--- src/rtl/perip_pkg.sv ---
// -----------------------------------------------------------------------------
// perip_pkg
// Shared definitions for the peripheral duty-ramp blocks.
//   ramp_state_e : FSM state encoding (IDLE, RAMP)
//   DUTY_W       : default duty width
//   STEP_MIN     : smallest step size; a programmed step of 0 maps to this
//   eff_step()   : applies the zero-step substitution
// -----------------------------------------------------------------------------
package perip_pkg;

    typedef enum logic [0:0] {
        ST_IDLE = 1'b0,
        ST_RAMP = 1'b1
    } ramp_state_e;

    localparam int          DUTY_W   = 32;
    localparam logic [15:0] STEP_MIN = 16'd1;

    // A step of zero would stall the ramp forever, so it is promoted to STEP_MIN.
    function automatic logic [15:0] eff_step(input logic [15:0] step_raw);
        logic [15:0] step_eff;
        if (step_raw == 16'd0) begin
            step_eff = STEP_MIN;
        end else begin
            step_eff = step_raw;
        end
        return step_eff;
    endfunction

endpackage

--- src/rtl/perip_ramp_step.sv ---
// -----------------------------------------------------------------------------
// perip_ramp_step
// Combinational saturating step of a duty value toward a target.
//   cur       in  WIDTH : present duty
//   tgt       in  WIDTH : target duty
//   step      in  16    : step size (0 treated as 1)
//   nxt       out WIDTH : duty after one step, never past tgt
//   at_target out 1     : nxt equals tgt
// -----------------------------------------------------------------------------
module perip_ramp_step
    import perip_pkg::*;
#(
    parameter int WIDTH = DUTY_W
) (
    input  logic [WIDTH-1:0] cur,
    input  logic [WIDTH-1:0] tgt,
    input  logic [15:0]      step,
    output logic [WIDTH-1:0] nxt,
    output logic             at_target
);

    logic [WIDTH-1:0] diff_s;
    logic [WIDTH-1:0] step_s;
    logic             up_s;

    // Distance to target and direction; clamp to target when within one step.
    always_comb begin
        up_s   = (tgt >= cur);
        step_s = WIDTH'(eff_step(step));
        if (up_s) begin
            diff_s = tgt - cur;
        end else begin
            diff_s = cur - tgt;
        end

        if (diff_s <= step_s) begin
            nxt = tgt;
        end else if (up_s) begin
            nxt = cur + step_s;
        end else begin
            nxt = cur - step_s;
        end

        at_target = (nxt == tgt);
    end

endmodule

--- src/rtl/perip_duty_ramp.sv ---
// -----------------------------------------------------------------------------
// perip_duty_ramp
// Soft-start ramp between a register-file duty target and a PWM duty input.
// Duty_Out walks toward Target_Set by Step_Set every Rate_Set+1 cycles.
//   CLK        in  1     : system clock
//   RST        in  1     : synchronous active-high reset
//   Ramp_En    in  1     : 1 = ramp, 0 = bypass (Duty_Out follows target)
//   Target_Set in  WIDTH : requested duty (already CLK-synchronous)
//   Rate_Set   in  32    : cycles between steps minus one
//   Step_Set   in  16    : duty change per step (0 treated as 1)
//   Duty_Out   out WIDTH : registered duty
//   Busy       out 1     : ramp in progress
//   Done       out 1     : one-cycle pulse when Duty_Out reaches the target
// -----------------------------------------------------------------------------
module perip_duty_ramp
    import perip_pkg::*;
#(
    parameter int WIDTH = DUTY_W
) (
    input  logic             CLK,
    input  logic             RST,
    input  logic             Ramp_En,
    input  logic [WIDTH-1:0] Target_Set,
    input  logic [31:0]      Rate_Set,
    input  logic [15:0]      Step_Set,
    output logic [WIDTH-1:0] Duty_Out,
    output logic             Busy,
    output logic             Done
);

    ramp_state_e      state_q, state_d;
    logic [WIDTH-1:0] duty_q,  duty_d;
    logic [WIDTH-1:0] tgt_q,   tgt_d;
    logic [31:0]      div_q,   div_d;
    logic             busy_q,  busy_d;
    logic             done_q,  done_d;

    logic [WIDTH-1:0] step_nxt_s;
    logic             step_at_tgt_s;

    perip_ramp_step #(
        .WIDTH (WIDTH)
    ) u_step (
        .cur       (duty_q),
        .tgt       (tgt_q),
        .step      (Step_Set),
        .nxt       (step_nxt_s),
        .at_target (step_at_tgt_s)
    );

    // Next-state logic; priority is bypass, then retarget, then step.
    always_comb begin
        state_d = state_q;
        duty_d  = duty_q;
        tgt_d   = tgt_q;
        div_d   = div_q;
        busy_d  = busy_q;
        done_d  = 1'b0;

        if (!Ramp_En) begin
            // Bypass: follow the target directly and abort any ramp silently.
            state_d = ST_IDLE;
            duty_d  = Target_Set;
            tgt_d   = Target_Set;
            div_d   = 32'd0;
            busy_d  = 1'b0;
        end else if (Target_Set != tgt_q) begin
            // Retarget restarts the cadence and suppresses this cycle's step.
            tgt_d = Target_Set;
            div_d = 32'd0;
            if (Target_Set != duty_q) begin
                state_d = ST_RAMP;
                busy_d  = 1'b1;
            end else begin
                state_d = ST_IDLE;
                busy_d  = 1'b0;
                done_d  = (state_q == ST_RAMP);
            end
        end else begin
            case (state_q)
                ST_RAMP: begin
                    if (div_q == Rate_Set) begin
                        div_d  = 32'd0;
                        duty_d = step_nxt_s;
                        if (step_at_tgt_s) begin
                            state_d = ST_IDLE;
                            busy_d  = 1'b0;
                            done_d  = 1'b1;
                        end else begin
                            state_d = ST_RAMP;
                        end
                    end else begin
                        div_d = div_q + 32'd1;
                    end
                end
                ST_IDLE: begin
                    busy_d = 1'b0;
                end
                default: begin
                    state_d = ST_IDLE;
                    busy_d  = 1'b0;
                end
            endcase
        end
    end

    // State and output registers with synchronous reset.
    always_ff @(posedge CLK) begin
        if (RST) begin
            state_q <= ST_IDLE;
            duty_q  <= '0;
            tgt_q   <= '0;
            div_q   <= 32'd0;
            busy_q  <= 1'b0;
            done_q  <= 1'b0;
        end else begin
            state_q <= state_d;
            duty_q  <= duty_d;
            tgt_q   <= tgt_d;
            div_q   <= div_d;
            busy_q  <= busy_d;
            done_q  <= done_d;
        end
    end

    assign Duty_Out = duty_q;
    assign Busy     = busy_q;
    assign Done     = done_q;

endmodule

--- config.mk ---
export PLATFORM = sky130hd
export DESIGN_NAME = perip_duty_ramp
export DESIGN_NICKNAME = d
export VERILOG_FILES = /design/src/rtl/perip_pkg.sv /design/src/rtl/perip_ramp_step.sv /design/src/rtl/perip_duty_ramp.sv
export SDC_FILE = /design/constraint.sdc
export NUM_CORES = 1
export LEC_CHECK = 0
export BUFFER_PORTS_ARGS = -buffer_cell sky130_fd_sc_hd__buf_4
export CAP_MARGIN = 40
export CORE_ASPECT_RATIO = 0.6
export CORE_UTILIZATION = 35
export CTS_CLUSTER_SIZE = 14
export DETAILED_ROUTE_END_ITERATION = 8
export PLACE_DENSITY = 0.5
export SYNTH_ARGS = -nofsm -noshare
export SYNTH_HDL_FRONTEND = slang
export SYNTH_SLANG_ARGS = --single-unit
--- constraint.sdc ---
create_clock -name CLK -period 8.5 [get_ports CLK]
set_clock_uncertainty 0.1 [all_clocks]
set_input_delay 0.85 -clock CLK [delete_from_list [all_inputs] [get_ports CLK]]
set_output_delay 0.85 -clock CLK [all_outputs]
set_load 0.02 [all_outputs]
==> results.md, run 1 <==
- The run finished with clean final reports.
- The number of max-cap violations is 0.
- The TritonCTS clock tree is done.
- The worst hold path was traced through 2 stages.
- The clock network burns 19.9% of the power.
- Measured in cells, the most critical reg-to-reg path has a length of 23.
- The count of distinct cell types in the synthesized netlist is 77.
- The worst pin sits at a relative slew slack of just over 40%.
- The max-slew violation count is 0.
- In this run the most critical hold path is launched from div_q[31].
- The later pin in the worst-skew pair is clocked with a latency of 0.38 ns.
- The count of input and output buffers is 116.
- The analysis attributes to net switching a power of 1020 uW.
- The height of the chip is around 140 um.
- The placeable core area is between 30000 and 40000 um^2.
- The final weighted congestion of routability-driven global placement is 0.970.
- The wire length on met2 is 18300 um.
- Entering global routing, the biggest net connects 38 pins.
- For flop-to-flop paths, the worst setup slack is 0.56 ns.
- The Yosys step of the flow raised 0 warnings.
- Clock tree synthesis inserted a total of 9 buffers.
- After detailed routing, the met3 layer carries 6070 um of wire.
- The cell class contributing the biggest share of worst-path delay is simple AND/OR/NAND/NOR gates.
- After synthesis, flip-flops and latches occupy 16.7% of the total area.
- The endpoint class of the critical path is a flop.
- The period utilization is 93.4%.
- The path with the worst hold slack has its endpoint at div_q[31].
- Of all nets on the critical path, the largest fanout is 32.
- The routed metal-1 wirelength is 25700 um.
- The number of rows in the core area is 51.
- The peak supply drop is between 0.1 and 0.15 mV.
- The share of total power in combinational logic is 56.5%.
- The final route contains 12.2k vias.
- The remaining routing DRC violations is 0.
- The delay of the slowest cell on the worst path is 0.62 ns.
- The fraction of layout cells with a size suffix above 1 is 10.4%.
- The number of buffer and inverter stages on the critical path is 2.
- The worst flop-to-flop path startpoint is Duty_Out[1].
- The summed negative setup slack over all endpoints is 0 ns.
- For this design, the slowest cell found on the critical path is sky130_fd_sc_hd__a2111oi_1.
- For this run, the post-layout net count is 1842.
- The synthesized netlist devotes approximately 20% of its cell area to simple gates.
- From left edge to right edge, the die measures 239 um.
- The initial antenna violation count was 1.
- Setup repair after global routing left no endpoint under its margin.
- In the synthesized netlist the dominant register cell turns out to be sky130_fd_sc_hd__dfxtp_1.
- The number of antenna cells inserted is 0.
- The estimated wirelength of the detail-placed design is between 40000 and 50000 um.
- The first global-routing pass estimated approximately 73000 um of wire.
- Using the TritonRoute via totals, the vias-per-cell ratio works out to 5.83.
- Global routing consumed, over all layers together, between 20% and 30% of the routing resources.
- In the final routed layout, each cell accounts on average for 24.1 um.
- The power density over cell area is 165 nW/um^2.
- The total of fill cells in the finished design is 3483.
- The combinational family with the most area after synthesis is compound AO/OA/AOI/OAI gates.
- The number of clock sinks seen by CTS is just under 100.
- The register clock-pin slew on the reported worst setup and hold paths is approximately 0.07 ns.
- The synthesized net count is roughly 1.8k.
- CTS built an H-tree with a depth of 3.
- From synthesis to final layout, the design area changed by 13.1%.
- After synthesis, the share of flip-flops with an asynchronous set or reset is 0%.
- The tightest min-delay check is of the reg -> reg type.
- After Yosys synthesis, XOR and XNOR cells account for between 15 and 20% of the synthesized area.
- For the pin with the worst max-slew slack, the measured transition is 0.870 ns.
- The multiplexer area fraction after synthesis is 3.31%.
- The worst path in the final design needs a cycle of 7.94 ns, including I/O delays and setup.
- Ranked by total cell area, the synthesized netlist is headed by sky130_fd_sc_hd__dfxtp_1, sky130_fd_sc_hd__ha_1, sky130_fd_sc_hd__xor2_1.
- A synthesized cell averages 7.49 um^2.
- The number of enable flip-flop cells after synthesis is 0.
- The critical path crosses 23 cells after its start point.
- The worst setup path is of the reg -> reg kind.
- The final hold violation count is 0.
- The total of hold buffers inserted after clock tree synthesis is 0.
- The final layout contains routed wiring with a total length of 50500 um.
- The number of DRC markers in iteration 0 is approximately 1.6k.
- The net switching share of the total power is between 40% and 50%.
- Once layout is complete, the utilization of the core stands at 40.8%.
- In this run the remaining antenna-violating nets after routing total 0.
- For this run, the top clock speed supported by timing is 0.126 GHz.
- Internal power comes to roughly 1200 uW.
- The capturing point of the worst reg2reg path is Busy.
- The area of the mapped netlist is 11800 um^2.
- In the synthesized netlist, the cells that appear most often are sky130_fd_sc_hd__a21oi_1, sky130_fd_sc_hd__inv_1, sky130_fd_sc_hd__ha_1, sky130_fd_sc_hd__nor2_1, sky130_fd_sc_hd__xor2_1.
- The total of endpoints with negative setup slack in the final report is 0.
- The startpoint type of the worst setup path is a flop.
- The post-synthesis share of cell area spent on full adders, half adders and majority gates is 12.4%.
- The top layer reached by signal wires is met5.
- The biggest area contributor in the post-synthesis netlist is sky130_fd_sc_hd__dfxtp_1.
- The fraction of post-synthesis cell area in the top cell type by area is about 17%.
- The endpoint arrival time on the critical path is around 8 ns.
- The signal on the critical path passes through inv_1, fa_1, nand3_1, a311oi_1, a2111oi_1, nor2_1, or2_2, inv_4, o21ai_0, xnor2_1, ha_1, nand3_1, or4_1, a21oi_1, nor3_1, a21oi_2, a21oi_2, xnor2_1, or4_1, nor4_1, nand4_1, nor4_4, o31ai_1.
- The required time at the endpoint of the critical path is 8.66 ns.
- Synthesis inferred 99 register bits.
- The longest clock path from root to sink contains 2 buffers.
- The remaining global-route overflow is 0.
- The analysis attributes to cell leakage a power of between 0.005 and 0.006 uW.
- The most common cell in the synthesized netlist is sky130_fd_sc_hd__a21oi_1.
- The initial cell density of the core is between 30 and 40%.
- The floorplan step defined a die boundary enclosing approximately 35000 um^2.
- In this run the clock root is driven by a sky130_fd_sc_hd__clkbuf_16.
- The number of instances in the synthesized netlist is approximately 1.6k.
- Summing the areas of all compound-gate instances in the mapped netlist gives 24.0% of the synthesized area.
- The number of top-level design ports is 117.
- The via count of the first global-routing pass is 10.8k.
- Sequential cells burn 23.5% of the power.
- The first detailed-routing pass ran for 5 iterations.
## registers in the layout (all words and copies together) (netlist names)
register and count:
Duty_Out 32, div_q 32, state_q 1, Done 1
Busy 1, tgt_q 32
## power groups by stage
stage	Sequential (uW)	Clock, uW	Combinational [uW]
after floorplan	526	0	831
after global placement	530	0	1210
after detailed placement	531	0	1200
after CTS	520	450	1210
after global routing	523	469	1340
final	520	441	1250
## metal layers
| metal | vias up | track usage (%) |
|---|---|---|
| met5 | - | 0 |
| met4 | 2 | 3.04 |
| met3 | 36 | 10.3 |
| met2 | 552 | 36.1 |
| met1 | 5868 | 46.6 |
| li1 | 5775 | - |
## worst register-to-register path, delay by kind of cell (launching register included)
family / cells / cell delay [ns]
flops: 1 / 0.56
compound gates: 7 / 1.93
buf+inv: 2 / 0.69
simple gates: 10 / 3.22
xor+xnor: 2 / 0.33
fa+ha+maj: 2 / 0.98
## cell families after synthesis
kind of cell | after synthesis
adder cells (fa/ha/maj) | 116
AO/OA/AOI/OAI | 441
buffers and inverters | 196
multiplexers | 39
XOR/XNOR | 223
AND/OR/NAND/NOR | 467
flip-flops | 99
## cells in the final DEF, fill, tap and decap left out, types with 54 or more instances in the layout
cell type / Yosys / routed
sky130_fd_sc_hd__a21oi_1: 124 / 124
sky130_fd_sc_hd__xnor2_1: 108 / 108
sky130_fd_sc_hd__o21ai_0: 65 / 65
sky130_fd_sc_hd__dfxtp_1: 99 / 99
sky130_fd_sc_hd__nand4_1: 54 / 54
sky130_fd_sc_hd__nor2_1: 113 / 112
sky130_fd_sc_hd__nand2_1: 98 / 98
sky130_fd_sc_hd__xor2_1: 112 / 112
sky130_fd_sc_hd__buf_4: 0 / 127
sky130_fd_sc_hd__ha_1: 113 / 113
sky130_fd_sc_hd__inv_1: 116 / 116
## cell type report
| type | count | area [um^2] | share of cell area (%) |
|---|---|---|---|
| clock buffers | 10 | 239 | 1.78 |
| well taps | 450 | 563 | 4.20 |
| repair buffers | 130 | 1010 | 7.57 |
| clock inverters | 6 | 62.6 | 0.467 |
| flip-flops and latches | 99 | 1980 | 14.8 |
| multi-input cells | 1286 | 9090 | 67.9 |
| inverters | 117 | 442 | 3.30 |
## worst max-delay path by stage
| stage | to | startpoint | slack [ns] |
|---|---|---|---|
| detailed placement | Busy | Duty_Out[1] | 0.42 |
| floorplan | Busy | Duty_Out[1] | 2.30 |
| CTS | Busy | Duty_Out[1] | 0.39 |
| global placement | Busy | Duty_Out[1] | 0.60 |
| global route | Busy | Duty_Out[1] | 0.05 |
| finish | Busy | Duty_Out[1] | 0.56 |
## what timing repair did
item / 4_1_cts / 5_1_grt
buffers inserted: 0 / 0
endpoints found under the setup margin: 0 / 3
resized for setup: 0 / 3
## per-stage QoR
stage | setup WS, ns | instance area (um^2) | std cells | power (uW) | hold slack [ns]
CTS | 0.385 | 13400 | 2098 | 2180 | 0.401
floorplan | 2.30 | 11800 | 1581 | 1360 | 0.370
global route | 0.0541 | 13400 | 2098 | 2340 | 0.427
finish | 0.563 | 13400 | 2098 | 2210 | 0.404
global placement | 0.603 | 13100 | 2081 | 1740 | 0.385
detailed placement | 0.423 | 13100 | 2082 | 1730 | 0.390
(Power assumes the default switching activity.)
==> inputs of run 2 (changes only) <==
--- a/config.mk
+++ b/config.mk
@@ -8,10 +8,10 @@
 export BUFFER_PORTS_ARGS = -buffer_cell sky130_fd_sc_hd__buf_4
 export CAP_MARGIN = 40
 export CORE_ASPECT_RATIO = 0.6
-export CORE_UTILIZATION = 35
+export CORE_UTILIZATION = 40
 export CTS_CLUSTER_SIZE = 14
 export DETAILED_ROUTE_END_ITERATION = 8
-export PLACE_DENSITY = 0.5
+export PLACE_DENSITY = 0.56
 export SYNTH_ARGS = -nofsm -noshare
 export SYNTH_HDL_FRONTEND = slang
 export SYNTH_SLANG_ARGS = --single-unit
==> run 2 against run 1 <==
Clock power decreased by 7.9%. Combinational power about the same. Count of clock-buffer cells in the layout is 1 higher. Total power is 1.8% lower. First-iteration DRC count is 2.2% lower. Critical endpoint unchanged. Non-clock buffer count is 1 lower.
==> results.md, run 2 (same netlist as run 1, synthesis figures left out) <==
- The number of DRC markers in iteration 0 is 1529 (was 1564).
- The number of clock sinks seen by CTS is 99 (unchanged).
- The final weighted congestion of routability-driven global placement is 1.02 (was 0.970).
- The initial cell density of the core is 40.9% (was 36.0%).
- The endpoint arrival time on the critical path is 7.98 ns (was 8.09 ns).
- The number of antenna cells inserted is 0 (unchanged).
- The height of the chip came to 135 um (was 145 um).
- The number of buffers on the longest clock path came to 2 (unchanged).
- Run status: finished, final reports clean (unchanged).
- The remaining global-route overflow was 0 (unchanged).
- The final hold violation count came to 0 (unchanged).
- The startpoint type of the worst setup path is a flop (unchanged).
- The total of fill cells in the finished design is 3069 (was 3483).
- The cell with the largest stage delay on the worst path is sky130_fd_sc_hd__a311oi_1 (was sky130_fd_sc_hd__a2111oi_1).
- The CTS H-tree depth came to 3 (unchanged).
- The setup fix buffers added after clock tree synthesis is 0 (unchanged).
- The number of nets with antenna violations after detailed routing is 0 (unchanged).
- The worst-margin pin slew was 0.988 ns (was 0.870 ns).
- The TritonCTS clock tree is done (unchanged).
- The estimated wirelength of the detail-placed design is 40200 um (was 41400 um).
- The count of input and output buffers is 116 (unchanged).
- The number of nets at the end of the flow is 1841 (was 1842).
- The finished layout cell area is 13300 um^2 (was 13400 um^2).
- The remaining routing DRC violations came to 0 (unchanged).
- The average detailed-routed wire length per instance is 23.9 um (was 24.1 um).
- The delay of the slowest cell on the worst path is 0.69 ns (was 0.62 ns).
- The number of iterations in the first detailed-routing pass is 5 (unchanged).
- The endpoint class of the critical path is a flop (unchanged).
- The final critical-path required period is 7.84 ns (was 7.94 ns).
- The peak supply drop came to 0.0895 mV (was 0.115 mV).
- Setup repair after global routing missed its margin: no (unchanged).
- The number of top-level design ports is 117 (unchanged).
- The max-slew violation count is 0 (unchanged).
- The via density per instance is 6.05 (was 5.83).
- The root cell of the clock tree is sky130_fd_sc_hd__clkbuf_16 (unchanged).
- The area of placed instances was 13000 um^2 (was 13100 um^2).
- The total of hold buffers inserted after clock tree synthesis is 0 (unchanged).
- The total detailed-routing wirelength is 48800 um (was 50500 um).
- The maximum operating frequency is 0.127 GHz (was 0.126 GHz).
- The maximum number of pins on one net before global-route repair was 52 (was 38).
- The number of vias after detailed routing is 12.4k (was 12.2k).
- The register clock-pin slew on the reported worst setup and hold paths is 0.07 ns (about the same).
- The overall fraction of global-route tracks in use is 31.8% (was 29.1%).
- The leakage power figure came to 0.00555 uW (was 0.00557 uW).
- The number of max-cap violations is 0 (unchanged).
- The placeable core area came to 28900 um^2 (was 32900 um^2).
- The relative area change from synthesis to final layout came to 12.2% (was 13.1%).
- The required time at the endpoint of the critical path was 8.63 ns (was 8.66 ns).
- The horizontal extent of the die was 224 um (was 239 um).
- The via count of the first global-routing pass is 10.8k (about the same).
- The cell class contributing the biggest share of worst-path delay is simple AND/OR/NAND/NOR gates (unchanged).
- The period utilization is 92.3% (was 93.4%).
- The first-pass GRT wire length was 71400 um (was 72900 um).
- The fraction of layout cells with a size suffix above 1 was 10.3% (was 10.4%).
- The initial antenna violation count was 0 (was 1).
- The number of clock buffers inserted by TritonCTS is 9 (unchanged).
- The later-pin clock latency in the skew report is 0.37 ns (was 0.38 ns).
- Most frequent cells in the layout: sky130_fd_sc_hd__buf_4, sky130_fd_sc_hd__a21oi_1, sky130_fd_sc_hd__inv_1 (unchanged).
- The headroom to the max-slew limit is 33.5% (was 41.4%).
- The path class of the lowest-slack min-delay path is reg -> reg (unchanged).
- The number of buffer and inverter stages on the critical path is 2 (unchanged).
- The area of the die is 30300 um^2 (was 34600 um^2).
- The summed negative setup slack over all endpoints was 0 ns (unchanged).
- The category of the most critical setup path is reg -> reg (unchanged).
- The total of endpoints with negative setup slack in the final report came to 0 (unchanged).
- The highest fanout seen on the critical path was 51 (was 32).
- The power density over cell area is 163 nW/um^2 (was 165 nW/um^2).
- The post-cts repair resize count was 0 (unchanged).
- The number of rows in the core area was 48 (was 51).
- Crit path cell chain: inv_1, ha_1, nand4_1, a311oi_1, a2111oi_1, nor2_1, or2_2, buf_4, a31oi_1, xnor2_1, ha_1, nand3_1, or4_1, a21oi_1, nor3_1, a21oi_2, a21oi_2, xnor2_1, or4_1, nor4_1, nand4_1, nor4_2, o31ai_1 (was inv_1, fa_1, nand3_1, a311oi_1, a2111oi_1, nor2_1, or2_2, inv_4, o21ai_0, xnor2_1, ha_1, nand3_1, or4_1, a21oi_1, nor3_1, a21oi_2, a21oi_2, xnor2_1, or4_1, nor4_1, nand4_1, nor4_4, o31ai_1).
- The commonest non-fill, non-tap cell in the layout is sky130_fd_sc_hd__buf_4 (unchanged).
-- run 2: cell count changes in the layout (fill, tap and decap cells not counted), moves of 2 or more --
| cell | change |
|---|---|
| sky130_fd_sc_hd__buf_12 | -3 |
| sky130_fd_sc_hd__buf_16 | +2 |
| sky130_fd_sc_hd__clkinv_2 | -2 |
| sky130_fd_sc_hd__clkinvlp_4 | +2 |
-- run 2: routing by layer --
metal / vias up / global-route usage [%] / part of all wire [%]
met4: 0 / 5.25 / 1.2
met5: - / 0 / 0
met3: 46 / 11.3 / 13
li1: 5769 / - / -
met1: 5901 / 50.5 / 50
met2: 678 / 39.2 / 36
-- run 2: worst reg2reg max path: stages (launching register included) --
cell                        delay, ns
sky130_fd_sc_hd__dfxtp_1         0.49
sky130_fd_sc_hd__inv_1           0.08
sky130_fd_sc_hd__ha_1            0.62
sky130_fd_sc_hd__nand4_1         0.46
sky130_fd_sc_hd__a311oi_1        0.70
sky130_fd_sc_hd__a2111oi_1       0.17
sky130_fd_sc_hd__nor2_1          0.14
sky130_fd_sc_hd__or2_2           0.13
sky130_fd_sc_hd__buf_4           0.54
sky130_fd_sc_hd__a31oi_1         0.14
sky130_fd_sc_hd__xnor2_1         0.19
sky130_fd_sc_hd__ha_1            0.42
sky130_fd_sc_hd__nand3_1         0.18
sky130_fd_sc_hd__or4_1           0.52
sky130_fd_sc_hd__a21oi_1         0.20
sky130_fd_sc_hd__nor3_1          0.14
sky130_fd_sc_hd__a21oi_2         0.47
sky130_fd_sc_hd__a21oi_2         0.17
sky130_fd_sc_hd__xnor2_1         0.17
sky130_fd_sc_hd__or4_1           0.52
sky130_fd_sc_hd__nor4_1          0.31
sky130_fd_sc_hd__nand4_1         0.17
sky130_fd_sc_hd__nor4_2          0.54
sky130_fd_sc_hd__o31ai_1         0.15
-- run 2: where the power goes --
group | total [uW] | internal (uW) | switching (uW)
registers | 522 | 481 | 40.4
clock network | 406 | 208 | 198
logic | 1240 | 470 | 773
total | 2170 | 1160 | 1010
-- run 2: cell type report --
type / count / area [um^2] / share of cell area [%]
repair buffers: 129 / 1010 / 7.57
inverters: 117 / 439 / 3.30
clock inverters: 5 / 37.5 / 0.282
multi-input cells: 1286 / 9090 / 68.3
clock buffers: 11 / 243 / 1.83
flip-flops and latches: 99 / 1980 / 14.9
well taps: 400 / 500 / 3.76
-- run 2: final timing paths --
| check | start | cells after the start | slack [ns] | to |
|---|---|---|---|---|
| hold reg to reg | Busy | 2 | 0.40 | Busy |
| setup reg to reg | Duty_Out[11] | 23 | 0.66 | Busy |
| hold / removal | Busy | 2 | 0.40 | Busy |
| setup / recovery | Duty_Out[11] | 23 | 0.66 | Busy |
-- run 2: per-stage QoR --
step                hold WS (ns)  utilization (%)  cells  power [uW]  setup WS (ns)
floorplan                  0.370                -   1581        1360           2.30
global placement           0.392             44.7   2027        1730           1.09
CTS                        0.401             45.9   2046        2130          0.946
detailed placement         0.391             44.9   2030        1720          0.943
global route               0.415             45.9   2047        2280          0.369
finish                     0.397             45.9   2047        2170          0.656
==> inputs of run 3 (changes only) <==
--- a/config.mk
+++ b/config.mk
@@ -5,13 +5,14 @@
 export SDC_FILE = /design/constraint.sdc
 export NUM_CORES = 1
 export LEC_CHECK = 0
+export ABC_AREA = 1
 export BUFFER_PORTS_ARGS = -buffer_cell sky130_fd_sc_hd__buf_4
 export CAP_MARGIN = 40
 export CORE_ASPECT_RATIO = 0.6
 export CORE_UTILIZATION = 40
 export CTS_CLUSTER_SIZE = 14
 export DETAILED_ROUTE_END_ITERATION = 8
-export PLACE_DENSITY = 0.56
+export PLACE_DENSITY = 0.55
 export SYNTH_ARGS = -nofsm -noshare
 export SYNTH_HDL_FRONTEND = slang
 export SYNTH_SLANG_ARGS = --single-unit
==> run 3 against run 2 <==
Setup slack better by 0.88 ns. Fmax up 13%. Critical path depth grew 13. Sequential cell count unchanged. Via count grew 23%. Highest routed layer is now met5.
==> results.md, run 3 <==
- The number of clock buffers inserted by TritonCTS is 9 (unchanged).
- The power density over cell area is 149 nW/um^2 (was 163 nW/um^2).
- The area of the mapped netlist came to 13100 um^2 (was 11800 um^2).
- The root cell of the clock tree is sky130_fd_sc_hd__clkbuf_16 (unchanged).
- The remaining routing DRC violations is 0 (unchanged).
- The number of vias after detailed routing is 15.2k (was 12.4k).
- The number of nets at the end of the flow is 2613 (was 1841).
- The fraction of post-synthesis cell area in the top cell type by area is 22.1% (was 16.7%).
- Run status: finished, final reports clean (unchanged).
- The register clock-pin slew on the reported worst setup and hold paths is 0.08 ns (was 0.07 ns).
- The post-synthesis sequential element count came to 99 (unchanged).
- The relative area change from synthesis to final layout is 11.8% (was 12.2%).
- The sequential fraction of the synthesis area was 15.2% (was 16.7%).
- The capturing point of the worst reg2reg path is Busy (unchanged).
- The startpoint type of the worst setup path is a flop (unchanged).
- The number of enable flip-flop cells after synthesis came to 0 (unchanged).
- The leakage power figure came to 0.00781 uW (was 0.00555 uW).
- The initial cell density of the core came to 41.3% (was 40.9%).
- The worst slack after detailed placement came to 1.65 ns (was 0.943 ns).
- The count of distinct cell types in the synthesized netlist was 43 (was 77).
- The maximum operating frequency is 0.144 GHz (was 0.127 GHz).
- Among the stages of the critical path, the cell type that occurs most often is sky130_fd_sc_hd__nand2_1.
- The peak supply drop is 0.0968 mV (was 0.0895 mV).
- The commonest non-fill, non-tap cell in the layout is sky130_fd_sc_hd__nand2_1 (was sky130_fd_sc_hd__buf_4).
- The endpoint class of the critical path is a flop (unchanged).
- The height of the chip is 142 um (was 135 um).
- Cells taking the most area after synthesis: sky130_fd_sc_hd__nand2_1, sky130_fd_sc_hd__dfxtp_1, sky130_fd_sc_hd__inv_1 (was sky130_fd_sc_hd__dfxtp_1, sky130_fd_sc_hd__ha_1, sky130_fd_sc_hd__xor2_1).
- The area of placed instances is 14300 um^2 (was 13000 um^2).
- The later-pin clock latency in the skew report came to 0.40 ns (was 0.37 ns).
- The most used standard cell by instance count after synthesis is sky130_fd_sc_hd__nand2_1 (was sky130_fd_sc_hd__a21oi_1).
- The number of top-level design ports is 117 (unchanged).
- The period utilization is 81.9% (was 92.3%).
- The number of clock sinks seen by CTS is 99 (unchanged).
- The count of input and output buffers is 116 (unchanged).
- The path class of the lowest-slack min-delay path is reg -> reg (unchanged).
- The first-pass GRT wire length is 83300 um (was 71400 um).
- The number of instances in the placed design was 2818 (was 2030).
- The flip-flop cell with the highest count after synthesis is sky130_fd_sc_hd__dfxtp_1 (unchanged).
- The cell type contributing the most total cell area after synthesis is sky130_fd_sc_hd__nand2_1 (was sky130_fd_sc_hd__dfxtp_1).
- The number of iterations in the first detailed-routing pass is 5 (unchanged).
- The horizontal extent of the die is 235 um (was 224 um).
- The fraction of layout cells with a size suffix above 1 is 6.53% (was 10.3%).
- The overall fraction of global-route tracks in use is 33.5% (was 31.8%).
- The number of instances in the synthesized netlist is 2324 (was 1581).
- The setup fix buffers added after clock tree synthesis came to 0 (unchanged).
- The number of cells on the worst hold path is 2 (unchanged).
- The headroom to the max-slew limit is 38.4% (was 33.5%).
- The area of the die is 33500 um^2 (was 30300 um^2).
- The total of endpoints with negative setup slack in the final report is 0 (unchanged).
- The non-filler instance count after layout is 2834 (was 2047).
- The average detailed-routed wire length per instance is 20.0 um (was 23.9 um).
- The worst path setup slack after routing is 1.54 ns (was 0.656 ns).
- The required time at the endpoint of the critical path is 8.69 ns (was 8.63 ns).
- The via count of the first global-routing pass is 13.4k (was 10.8k).
- The TritonCTS clock tree is done (unchanged).
- The number of DRC markers in iteration 0 is 1783 (was 1529).
- The worst-margin pin slew is 0.924 ns (was 0.988 ns).
- The estimated wirelength of the detail-placed design is 47200 um (was 40200 um).
- The average cell area after synthesis is 5.63 um^2 (was 7.49 um^2).
- The number of antenna cells inserted is 0 (unchanged).
- The post-cts repair resize count is 0 (unchanged).
- The final hold violation count is 0 (unchanged).
- The category of the most critical setup path is reg -> reg (unchanged).
- The cell with the largest stage delay on the worst path is sky130_fd_sc_hd__inv_2 (was sky130_fd_sc_hd__a311oi_1).
- The depth of the worst register-to-register path was 36 (was 23).
- The remaining global-route overflow is 0 (unchanged).
- Leading post-synthesis cells by instance count: sky130_fd_sc_hd__nand2_1, sky130_fd_sc_hd__inv_1, sky130_fd_sc_hd__nor2_1 (was sky130_fd_sc_hd__a21oi_1, sky130_fd_sc_hd__inv_1, sky130_fd_sc_hd__ha_1, sky130_fd_sc_hd__nor2_1, sky130_fd_sc_hd__xor2_1).
- The delay of the slowest cell on the worst path is 0.59 ns (was 0.69 ns).
- The proportion of register bits with asynchronous set or reset after synthesis is 0% (unchanged).
- The highest fanout seen on the critical path is 81 (was 51).
- The summed negative setup slack over all endpoints was 0 ns (unchanged).
- Most frequent cells in the layout: sky130_fd_sc_hd__nand2_1, sky130_fd_sc_hd__inv_1, sky130_fd_sc_hd__nor2_1 (was sky130_fd_sc_hd__buf_4, sky130_fd_sc_hd__a21oi_1, sky130_fd_sc_hd__inv_1).
- The number of rows in the core area is 50 (was 48).
- The placeable core area was 31700 um^2 (was 28900 um^2).
- The final weighted congestion of routability-driven global placement was 1.01 (was 1.02).
- The worst flop-to-flop path startpoint was Duty_Out[23] (was Duty_Out[11]).
- The synthesized net count came to 2523 (was 1780).
- The worst reg-to-reg setup slack is 1.54 ns (was 0.66 ns).
- The CTS H-tree depth is 3 (unchanged).
- The via density per instance is 5.38 (was 6.05).
- The launch point of the worst hold path was div_q[9] (was Busy).
- The total of hold buffers inserted after clock tree synthesis came to 0 (unchanged).
- The max-slew violation count is 0 (unchanged).
- The endpoint arrival time on the critical path is 7.15 ns (was 7.98 ns).
- The number of synthesis warnings is 0 (unchanged).
- The finished layout cell area is 14600 um^2 (was 13300 um^2).
- The endpoint with the worst hold slack was div_q[9] (was Busy).
- The initial antenna violation count is 0 (unchanged).
- The maximum number of pins on one net before global-route repair was 82 (was 52).
- Setup repair after global routing missed its margin: no (unchanged).
- The number of nets with antenna violations after detailed routing is 0 (unchanged).
- The final critical-path required period is 6.96 ns (was 7.84 ns).
- The number of buffers on the longest clock path came to 2 (unchanged).
- The number of max-cap violations is 0 (unchanged).
- The total detailed-routing wirelength is 56600 um (was 48800 um).
==> run 3: final cells by class <==
| cell class | count | area [um^2] |
|---|---|---|
| Clock inverter | 6 | 62.6 |
| Inverter | 440 | 1650 |
| Multi-Input combinational cell | 1741 | 9260 |
| Fill cell | 3493 | 17000 |
| Tap cell | 416 | 520 |
| Clock buffer | 9 | 225 |
| Sequential cell | 99 | 1980 |
| Timing Repair Buffer | 123 | 921 |
==> run 3: worst max-delay path, delay by kind of cell (launching register included) <==
kind | cells | cell delay [ns]
buffers and inverters | 5 | 1.43
AND/OR/NAND/NOR | 23 | 2.90
AO/OA/AOI/OAI | 5 | 0.94
flip-flops | 1 | 0.51
XOR/XNOR | 1 | 0.12
adder cells (fa/ha/maj) | 2 | 0.75
==> run 3: through the flow <==
stage | hold WS, ns | utilization [%] | power, uW
2_1_floorplan | 0.355 | - | 1340
3_3_place_gp | 0.372 | 45.2 | 1700
4_1_cts | 0.391 | 46.2 | 2140
3_5_place_dp | 0.379 | 45.3 | 1700
5_1_grt | 0.416 | 46.2 | 2340
6_report | 0.391 | 46.2 | 2180
==> run 3: cells by family after synthesis <==
kind of cell,synth area share [%]
compound gates,12.3
xor+xnor,7.50
fa+ha+maj,11.3
buf+inv,14.2
flops,15.2
mux,0.153
simple gates,39.4
==> run 3: worst max-delay path by stage <==
stage	start	end	slack [ns]
finish	Duty_Out[23]	Busy	1.54
global route	Duty_Out[23]	Busy	0.99
CTS	Duty_Out[23]	Busy	1.63
detailed placement	Duty_Out[23]	Busy	1.65
global placement	Duty_Out[23]	Busy	1.79
floorplan	Duty_Out[1]	Busy	3.26
==> run 3: routing by layer <==
layer,track usage [%],vias up,share of wire (%)
li1,-,7491,-
met1,54.1,6957,52
met2,37.7,743,32
met3,13.7,41,15
met4,6.54,2,1.5
met5,2.89,-,0.23
==> run 3: report_power, final <==
| group | total [uW] | switching, uW | internal (uW) | leakage [uW] |
|---|---|---|---|---|
| combinational | 1220 | 813 | 406 | 0.00685 |
| clock | 442 | 237 | 205 | 0.000141 |
| sequential | 522 | 41.6 | 480 | 0.000813 |
| total | 2180 | 1090 | 1090 | 0.00781 |
